<file path="config.mk">
export PLATFORM = sky130hd
export DESIGN_NAME = status_stack
export DESIGN_NICKNAME = d
export VERILOG_FILES = /design/src/rtl/status_stack.sv
export SDC_FILE = /design/constraint.sdc
export NUM_CORES = 1
export LEC_CHECK = 0
export BUFFER_PORTS_ARGS = -buffer_cell sky130_fd_sc_hd__buf_4
export CAP_MARGIN = 30
export CORE_AREA = 2 2 107 109
export CTS_CLUSTER_DIAMETER = 200
export DETAILED_ROUTE_END_ITERATION = 6
export DIE_AREA = 0 0 109 111
export PLACE_DENSITY_LB_ADDON = 0.25
export SKIP_CTS_REPAIR_TIMING = 1
export SLEW_MARGIN = 20
export SYNTH_ARGS = -nofsm -noshare
export SYNTH_HDL_FRONTEND = slang
export SYNTH_SLANG_ARGS = --single-unit
</file>
<file path="constraint.sdc">
create_clock -name Clk -period 3.84 [get_ports Clk]
set_input_delay 0.192 -clock Clk [delete_from_list [all_inputs] [get_ports Clk]]
set_output_delay 0.192 -clock Clk [all_outputs]
set_load 0.03 [all_outputs]
</file>
<file path="src/rtl/status_stack.sv">
// Nesting status register: a live status word plus a LIFO of saved words.
// Exception entry pushes and masks the live word; exception return pops it back.
module status_stack #(
  parameter int                 WIDTH     = 32,
  parameter int                 DEPTH     = 4,
  parameter int                 MASK_BITS = 4,
  parameter logic [WIDTH-1:0]   RESET_VAL = '0
) (
  input  logic                       Clk,
  input  logic                       Clrn,
  input  logic [WIDTH-1:0]           Qb,
  input  logic                       Wsta,
  input  logic                       Exc,
  input  logic                       Eret,
  input  logic                       Clr_err,
  output logic [WIDTH-1:0]           sta,
  output logic [$clog2(DEPTH+1)-1:0] depth,
  output logic                       full,
  output logic                       ovf,
  output logic                       unf
);

  localparam int DW = $clog2(DEPTH + 1);
  localparam int AW = (DEPTH > 1) ? $clog2(DEPTH) : 1;

  // Ones in the interrupt-enable field; cleared from sta on exception entry.
  localparam logic [WIDTH-1:0] LOW_ONES  = {WIDTH{1'b1}} >> (WIDTH - MASK_BITS);
  localparam logic [WIDTH-1:0] KEEP_MASK = ~LOW_ONES;
  localparam logic [DW-1:0]    DEPTH_MAX = DW'(DEPTH);

  logic [WIDTH-1:0] sta_q, sta_d;
  logic [DW-1:0]    depth_q, depth_d;
  logic             ovf_q, ovf_d;
  logic             unf_q, unf_d;
  logic [WIDTH-1:0] stack_q [DEPTH];

  logic             full_w;
  logic             empty_w;
  logic             do_exc, do_eret, do_wsta;
  logic             push, pop, ovf_set, unf_set;
  logic [AW-1:0]    push_idx;
  logic [AW-1:0]    pop_idx;
  logic [DW-1:0]    depth_m1;

  assign full_w   = (depth_q == DEPTH_MAX);
  assign empty_w  = (depth_q == '0);
  assign depth_m1 = depth_q - DW'(1);
  assign push_idx = depth_q[AW-1:0];
  assign pop_idx  = depth_m1[AW-1:0];

  // Exc > Eret > Wsta: only the highest active command has any effect.
  assign do_exc  = Exc;
  assign do_eret = Eret & ~Exc;
  assign do_wsta = Wsta & ~Exc & ~Eret;

  assign push    = do_exc & ~full_w;
  assign ovf_set = do_exc & full_w;
  assign pop     = do_eret & ~empty_w;
  assign unf_set = do_eret & empty_w;

  always_comb begin
    sta_d   = sta_q;
    depth_d = depth_q;
    if (do_exc) begin
      sta_d = sta_q & KEEP_MASK;
      if (push) depth_d = depth_q + DW'(1);
    end else if (pop) begin
      sta_d   = stack_q[pop_idx];
      depth_d = depth_m1;
    end else if (do_wsta) begin
      sta_d = Qb;
    end
  end

  // A new error in the same cycle as Clr_err still sets the flag.
  always_comb begin
    ovf_d = ovf_set | (ovf_q & ~Clr_err);
    unf_d = unf_set | (unf_q & ~Clr_err);
  end

  always_ff @(posedge Clk or negedge Clrn) begin
    if (!Clrn) begin
      sta_q   <= RESET_VAL;
      depth_q <= '0;
      ovf_q   <= 1'b0;
      unf_q   <= 1'b0;
    end else begin
      sta_q   <= sta_d;
      depth_q <= depth_d;
      ovf_q   <= ovf_d;
      unf_q   <= unf_d;
    end
  end

  // Stack contents are unreadable until pushed, so they need no reset.
  always_ff @(posedge Clk) begin
    if (push) stack_q[push_idx] <= sta_q;
  end

  assign sta   = sta_q;
  assign depth = depth_q;
  assign full  = full_w;
  assign ovf   = ovf_q;
  assign unf   = unf_q;

endmodule

</file>
==> impl_metrics.toml, run 1 <==
[floorplan]
die_x_um = 109
ioPinCount = 76
die-area_sq_um = 12100
rows = 39
die_h_um = 111
core_sq_um = 11100
start_util_pct = 58.4

[drt]
wirelength_um = 12100
routedWlPerCell_um = 20.9
drt_iter0_drc = 194
vias_per_cell = 5.72
drc = 0
vias = 3330
drtPass1Iterations = 4
ant_nets = 0

[critical_path]
crit_required_ns = 4.12
worst-path-max-fanout = 28
cp.arrival_ns = 2.90
r2r-start = "depth[0]$_DFFE_PN0P_"
path_class = "flop to flop"
critPathLaunch = "depth[0]$_DFFE_PN0P_"
r2r_cells = 7
startpoint_type = "flop"
r2r_setup_slack_ns = 1.21
endpoint = "depth[0]$_DFFE_PN0P_"
crit_path_end_kind = "flop"
r2r_end = "depth[0]$_DFFE_PN0P_"

[cells_and_area]
area_growth_syn_to_layout_pct = 20.8
drive_above_1_share_pct = 34.2
final_nets = 469
fin_util_pct = 70.5
antenna_cells = 0

[grt]
grt_usage_pct = 22.2
grt_pass1_vias = 3595
grt_pass1_wl_um = 19500
grt-ovfl-total = 0
antenna_found_initial = 0
grt_max_degree = 38

[pwr]
power.switching_w = 0.00219
clkPwrFrac_pct = 26.6
p_comb_share_pct = 29.9
p_leak_nw = 2.86
p_int_w = 0.00470
powerDensity_nw_per_um2 = 882
p_sw_share_pct = 31.8
seqPwrFrac_pct = 43.4
ir_worst_vdd_uv = 545

[timing]
hold_violations = 0
relSlewSlack_pct = 38.5
skew_ns = 0.00979
drv_slew = 0
max_slew.worst_pin.slew_ns = 0.922
fmax_mhz = 381
min_period_ns = 2.63
finalCritPeriodShare_pct = 68.4
rsz0062_at_grt = "no"
finalSetupTns_ns = 0
setup_violations = 0

[min_path]
holdCritPathClass = "input pin to flop"

[place]
gp_congestion = 0.723
dpl.hpwl_um = 6770
port_buffers = 75

[synthesis]
syn_area_sq_um = 6470
yosysUniqueCellTypes = 29
syn_avg_cell_area_sq_um = 18.9
synth_cells = 342
synth_seq_area_share_pct = 73.8
ys_ff_latch = 165
yosys_warnings = 0
synth_nets = 385

[clocking]
cts-root-buf = "clkbuf_16"
clk_latency_ns = 0.41
numCtsBuffers = 17
path_clk_slew_ns = 0.06
clkSinkCount = 165
tritoncts = "built"
cts_buffer_depth = 2
htreeDepth = 4

[run_status]
status = "finished clean"

[job]
cap_violations = 0
## stage by stage
| stage | hold WS [ns] | setup WS [ns] | total power, W | cell area (sq um) | cells |
|---|---|---|---|---|---|
| final | 0.0194 | 1.21 | 0.00688 | 7810 | 582 |
| after detailed placement | 0.228 | 1.23 | 0.00509 | 7130 | 547 |
| after CTS | -0.224 | 1.18 | 0.00695 | 7780 | 579 |
| after global placement | 0.213 | 1.35 | 0.00504 | 7130 | 547 |
| after floorplan | -0.104 | 1.09 | 0.00438 | 6470 | 342 |
| after global routing | 0.00352 | 1.02 | 0.00721 | 7810 | 582 |
## flip-flops by register name, indices dropped and copies added, names as in the netlist
signal   count
stack_q    128
sta         32
depth        3
ovf          1
unf          1
## cell usage after synthesis
library cell,number,area share (%)
clkbuf_2,1,0.077
mux4_2,32,11
a21o_1,1,0.12
nor2b_1,1,0.097
nor3b_4,2,0.58
o21ai_1,6,0.46
nor3b_1,1,0.12
nand2_1,31,1.8
and2_1,4,0.39
nand3b_1,2,0.23
nor3_1,1,0.077
buf_4,6,0.70
buf_6,4,0.70
dfrtp_1,37,14
o22ai_1,1,0.097
a22o_1,2,0.27
o21ai_0,25,1.9
buf_2,1,0.077
clkbuf_1,6,0.35
and3_1,3,0.29
xnor2_1,1,0.14
a21oi_1,2,0.15
mux2i_1,28,4.3
edfxtp_1,128,59
a221o_1,4,0.62
o31ai_1,1,0.12
ha_1,5,0.97
a211oi_1,1,0.12
inv_1,5,0.29
## final cells by class
cell class,instances,area [sq um]
Multi-Input combinational cell,154,1560
Timing Repair Buffer,83,631
Tap cell,143,179
Clock inverter,13,204
Clock buffer,19,443
Fill cell,670,3270
Sequential cell,165,4770
Inverter,5,18.8
## worst min path at each step
stage          depth (start not counted)  startpoint  slack, ns              endpoint
2_1_floorplan                          0        Clrn      -0.10  depth[0]$_DFFE_PN0P_
3_3_place_gp                           1        Clrn       0.21   sta[13]$_DFFE_PN0P_
3_5_place_dp                           1        Clrn       0.23   sta[13]$_DFFE_PN0P_
4_1_cts                                1        Clrn      -0.22   sta[13]$_DFFE_PN0P_
5_1_grt                                2       Qb[3]      0.004    sta[3]$_DFFE_PN0P_
6_report                               2       Qb[3]       0.02    sta[3]$_DFFE_PN0P_
## worst max-delay path: stages, from the launching register on
cell and delay, ns:
dfrtp_2 0.65, inv_1 0.16, ha_2 0.23, nor2b_1 0.18, nor3b_4 0.61, buf_4 0.41
a21oi_1 0.10, xnor2_1 0.14
## power by group through the flow
stage / logic [W] / registers [W] / clock network [W]
after floorplan: 0.00115 / 0.00323 / 0
after global placement: 0.00206 / 0.00297 / 0
after detailed placement: 0.00207 / 0.00302 / 0
after CTS: 0.00210 / 0.00300 / 0.00186
after global routing: 0.00222 / 0.00306 / 0.00193
final: 0.00206 / 0.00299 / 0.00183
## cell families after synthesis
family,Yosys count,synth area share [%]
mux,60,15.5
simple gates,45,3.58
buf+inv,23,2.19
xor+xnor,1,0.135
fa+ha+maj,5,0.967
flops,165,73.8
compound gates,43,3.89
## cell usage in the layout, fill, tap and decap left out, drive strengths merged, types with 2 or more instances in the layout
cell type    Yosys  final
mux2i           28     28
buf             11     80
a22o             2      2
ha               5      5
inv              5      6
nand3b           2      2
clkbuf           7     19
o21ai           31     31
and3             3      3
nand2           31     31
clkinv           0      4
mux4            32     32
clkinvlp         0      3
bufinv           0      5
nor3b            3      3
a221o            4      4
and2             4      4
dfrtp           37     37
edfxtp         128    128
a21oi            2      2
dlygate4sd3      0      3
## per-layer routing
metal	global-route usage, %	routed length (um)	part of all wire [%]	vias up
met5	0	0	0	-
met4	5.81	90	0.74	0
met3	5.47	573	4.7	6
met2	35.4	6250	52	96
met1	31.0	5220	43	1713
li1	-	-	-	1515
Note: power is estimated with default switching activity, not from simulation.
==> inputs of run 2 (changes only) <==
- CORE_AREA: 2 2 107 109 -> 2 2 115 117
- DIE_AREA: 0 0 109 111 -> 0 0 117 119
- clock period: 3.84 -> 2.4 ns (I/O delays scaled with it)
==> impl_metrics.toml, run 2 (synthesis results as in run 1) <==
[clocking]
clkSinkCount = 165
htreeDepth = 4
cts-root-buf = "clkbuf_16"
path_clk_slew_ns = 0.06
numCtsBuffers = 17
clk_latency_ns = 0.43
cts_buffer_depth = 2
tritoncts = "built"

[cells_and_area]
area_growth_syn_to_layout_pct = 23.2
largest_reg_flops = 128
fin_cells = 627
final_common_cell = "edfxtp_1"
most-common-layout-cells = "edfxtp_1, buf_4, dfrtp_1"
antenna_cells = 0
top_register = "stack_q"
final_nets = 481
drive_above_1_share_pct = 33.9
fin_util_pct = 61.9

[floorplan]
die-area_sq_um = 13900
die_h_um = 119
die_x_um = 117
rows = 42
ioPinCount = 76
start_util_pct = 50.2
core_sq_um = 12900

[timing]
setup_violations = 0
hold_violations = 6
rsz0062_at_grt = "no"
max_slew.worst_pin.slew_ns = 0.630
relSlewSlack_pct = 57.6
finalCritPeriodShare_pct = 81.9
layout_setup_ws_ns = 0.434
whs_ns = -0.0185
drv_slew = 0
skew_ns = 0.0111
fmax_mhz = 509
min_period_ns = 1.97

[grt]
antenna_found_initial = 0
grt_pass1_wl_um = 18600
grt_max_degree = 38
grt-ovfl-total = 0
grt_usage_pct = 18.8
grt_pass1_vias = 3529

[critical_path]
r2r_setup_slack_ns = 0.43
worst-path-max-fanout = 25
path_class = "flop to flop"
cp.arrival_ns = 2.27
crit_required_ns = 2.71
max_stage_delay_ns = 0.42
path_buf_inv = 2
startpoint_type = "flop"
r2r-start = "depth[1]$_DFFE_PN0P_"
crit_chain = "inv_1 -> ha_2 -> nor2b_1 -> nor3b_4 -> buf_4 -> o21ai_0 -> a221o_1"
r2r_cells = 7
critPathSlowestCell = "dfrtp_1"
crit_path_end_kind = "flop"
r2r_end = "depth[1]$_DFFE_PN0P_"
critPathTopFamily = "flip-flops"

[place]
dpl.hpwl_um = 6900
gp_congestion = 0.749
port_buffers = 75
place_ws_ns = 0.398
placed_cells = 584

[job]
cap_violations = 0

[drt]
wirelength_um = 12100
drtPass1Iterations = 4
ant_nets = 0
drt_iter0_drc = 163
vias_per_cell = 5.34
drc = 0
routedWlPerCell_um = 19.3
vias = 3348

[min_path]
holdCritPathClass = "input pin to flop"
min_from = "Qb[27]"
worstHoldPathCells = 3
min_to = "sta[27]$_DFFE_PN0P_"

[pwr]
ir_worst_vdd_uv = 642
powerDensity_nw_per_um2 = 1380
p_leak_nw = 2.90
p_total_w = 0.0110

[run_status]
status = "finished with violations"
violations = "negative hold slack"
run 2: area by class of cell:
class / instances / area (sq um)
clock buffers: 18 / 429
clock inverters: 14 / 185
fillers: 949 / 4910
inverters: 5 / 18.8
multi-input cells: 154 / 1570
flip-flops and latches: 165 / 4770
well taps: 176 / 220
repair buffers: 95 / 766
run 2: where the power goes:
group,switching [W],total (W),internal [W]
combinational,0.00191,0.00346,0.00155
clock,0.00106,0.00279,0.00173
sequential,0.000536,0.00471,0.00418
run 2: per-stage QoR:
step           area [sq um]  TNS [ns]
2_1_floorplan          6480     -2.88
3_3_place_gp           7240         0
3_5_place_dp           7240         0
4_1_cts                7850         0
5_1_grt                7960         0
6_report               7960         0
run 2: how the worst max path moves through the flow:
stage / startpoint / to / slack [ns] / cells past startpoint
floorplan: depth[0]$_DFFE_PN0P_ / sta[26]$_DFFE_PN0P_ / -0.11 / 9
global placement: depth[1]$_DFFE_PN0P_ / sta[22]$_DFFE_PN0P_ / 0.50 / 6
detailed placement: depth[1]$_DFFE_PN0P_ / depth[1]$_DFFE_PN0P_ / 0.40 / 7
CTS: depth[1]$_DFFE_PN0P_ / depth[1]$_DFFE_PN0P_ / 0.42 / 7
global route: depth[1]$_DFFE_PN0P_ / depth[1]$_DFFE_PN0P_ / 0.25 / 7
finish: depth[1]$_DFFE_PN0P_ / depth[1]$_DFFE_PN0P_ / 0.43 / 7
run 2: tightest hold or removal path, stage by stage:
cell,delay (ns)
buf_4,0.08
mux2i_1,0.06
o21ai_1,0.11
run 2: metal layers:
metal	GRT usage, %	vias up	part of all wire, %	routed length, um
li1	-	1540	-	-
met3	6.36	13	5.3	641
met2	30.2	85	49	5980
met5	0	-	0	0
met1	23.8	1710	44	5300
met4	6.69	0	1.4	165
==> inputs of run 3 (changes only) <==
- CORE_AREA: 2 2 115 117 -> 2 2 109 111
- DIE_AREA: 0 0 117 119 -> 0 0 111 113
- clock period: 2.4 -> 1.93 ns (I/O delays scaled with it)
==> impl_metrics.toml, run 3 (synthesis results as in run 1) <==
[run_status]
status = "finished with violations"
violations = "negative hold slack"

[floorplan]
die-area_sq_um = 12500
rows = 39
start_util_pct = 57.4
die_x_um = 111
die_h_um = 113
ioPinCount = 76
core_sq_um = 11300

[cells_and_area]
largest_reg_flops = 128
fill_cells = 703
antenna_cells = 0
design_area_sq_um = 8150
drive_above_1_share_pct = 36.4
most-common-layout-cells = "edfxtp_1, buf_4, dfrtp_1"
area_growth_syn_to_layout_pct = 26.1
final_nets = 497
final_common_cell = "edfxtp_1"
top_register = "stack_q"

[clocking]
numCtsBuffers = 17
clkSinkCount = 165
clk_latency_ns = 0.42
cts-root-buf = "clkbuf_16"
htreeDepth = 4
path_clk_slew_ns = 0.06
cts_buffer_depth = 2
tritoncts = "built"

[critical_path]
crit_path_end_kind = "flop"
r2r_cells = 6
crit_chain = "inv_1 -> ha_4 -> buf_12 -> mux4_2 -> nand2_1 -> o21ai_0"
worst-path-max-fanout = 30
startpoint_type = "flop"
r2r-start = "depth[1]$_DFFE_PN0P_"
crit_required_ns = 2.21
critPathSlowestCell = "dfrtp_1"
path_class = "flop to flop"
max_stage_delay_ns = 0.41
r2r_end = "sta[11]$_DFFE_PN0P_"
cp.arrival_ns = 2.08
r2r_setup_slack_ns = 0.13

[place]
dpl.hpwl_um = 7390
port_buffers = 75
gp_congestion = 0.729
dpl_cell_area_sq_um = 7390

[timing]
rsz0062_at_grt = "no"
finalCritPeriodShare_pct = 93.2
skew_ns = 0.00862
setup_violations = 0
whs_ns = -0.0216
fmax_mhz = 556
max_slew.worst_pin.slew_ns = 0.713
relSlewSlack_pct = 52.0
drv_slew = 0
hold_violations = 5
min_period_ns = 1.80

[min_path]
holdCritPathClass = "input pin to flop"
min_from = "Qb[16]"
min_to = "sta[16]$_DFFE_PN0P_"
worstHoldPathCells = 3

[pwr]
p_sw_share_pct = 32.8
p_leak_nw = 2.99
power.switching_w = 0.00453
clkPwrFrac_pct = 24.1
p_comb_share_pct = 33.2
powerDensity_nw_per_um2 = 1690
p_int_w = 0.00928
seqPwrFrac_pct = 42.7
ir_worst_vdd_uv = 1010

[drt]
vias = 3459
drt_iter0_drc = 193
ant_nets = 0
drc = 0
wirelength_um = 12600
vias_per_cell = 5.67
routedWlPerCell_um = 20.7
drtPass1Iterations = 4

[grt]
grt_pass1_vias = 3700
grt_usage_pct = 21.4
grt_max_degree = 38
antenna_found_initial = 0
grt_pass1_wl_um = 20100
grt-ovfl-total = 0

[job]
cap_violations = 0
run 3: cell count changes in the layout (fill, tap and decap cells not counted), moves of 2 or more:
cell / previous run / this run
buf_4: 82 / 85
clkinvlp_4: 4 / 6
inv_6: 0 / 3
bufinv_16: 4 / 2
clkinv_1: 2 / 0
buf_12: 2 / 9
dlygate4sd3_1: 11 / 16
run 3: power groups by stage:
stage	Clock [W]	Sequential [W]	Combinational, W
2_1_floorplan	0	0.00643	0.00249
3_3_place_gp	0	0.00585	0.00454
3_5_place_dp	0	0.00594	0.00458
4_1_cts	0.00338	0.00589	0.00464
5_1_grt	0.00353	0.00601	0.00493
6_report	0.00332	0.00589	0.00459
run 3: critical path: cells and delay by family, from the launching register on:
kind | cells | cell delay, ns
and+or+nand+nor | 1 | 0.10
adders and majority gates | 1 | 0.35
buffers and inverters | 2 | 0.35
muxes | 1 | 0.34
DFF | 1 | 0.41
AOI/OAI and AO/OA | 1 | 0.10
run 3: layout make-up:
type,instances,area [sq um],share of cell area [%]
flip-flops and latches,165,4770,58.5
multi-input cells,154,1600,19.6
repair buffers,111,990,12.1
clock buffers,18,439,5.39
well taps,143,179,2.19
clock inverters,14,150,1.84
inverters,5,26.3,0.322
run 3: stage by stage:
| stage | setup WS [ns] | setup TNS, ns | power [W] | instances | util, % |
|---|---|---|---|---|---|
| global route | 0.0225 | 0 | 0.0145 | 610 | 72.3 |
| floorplan | -0.0576 | -0.261 | 0.00892 | 342 | - |
| detailed placement | 0.119 | 0 | 0.0105 | 562 | 65.6 |
| global placement | 0.195 | 0 | 0.0104 | 562 | 65.6 |
| finish | 0.131 | 0 | 0.0138 | 610 | 72.3 |
| CTS | 0.0909 | 0 | 0.0139 | 594 | 70.8 |
run 3: worst max-delay path by stage:
stage | start | to | slack [ns] | depth (start not counted)
2_1_floorplan | depth[0]$_DFFE_PN0P_ | sta[0]$_DFFE_PN0P_ | -0.06 | 8
3_3_place_gp | depth[1]$_DFFE_PN0P_ | sta[23]$_DFFE_PN0P_ | 0.19 | 6
3_5_place_dp | depth[1]$_DFFE_PN0P_ | sta[22]$_DFFE_PN0P_ | 0.12 | 6
4_1_cts | depth[1]$_DFFE_PN0P_ | sta[31]$_DFFE_PN0P_ | 0.09 | 6
5_1_grt | depth[1]$_DFFE_PN0P_ | full | 0.02 | 6
6_report | depth[1]$_DFFE_PN0P_ | sta[11]$_DFFE_PN0P_ | 0.13 | 6
run 3: layer usage:
metal	GRT usage [%]	routed length, um	vias up
met5	0	0	-
met4	6.50	137	0
met3	5.78	634	11
met2	35.1	6460	103
met1	28.8	5370	1769
li1	-	-	1576
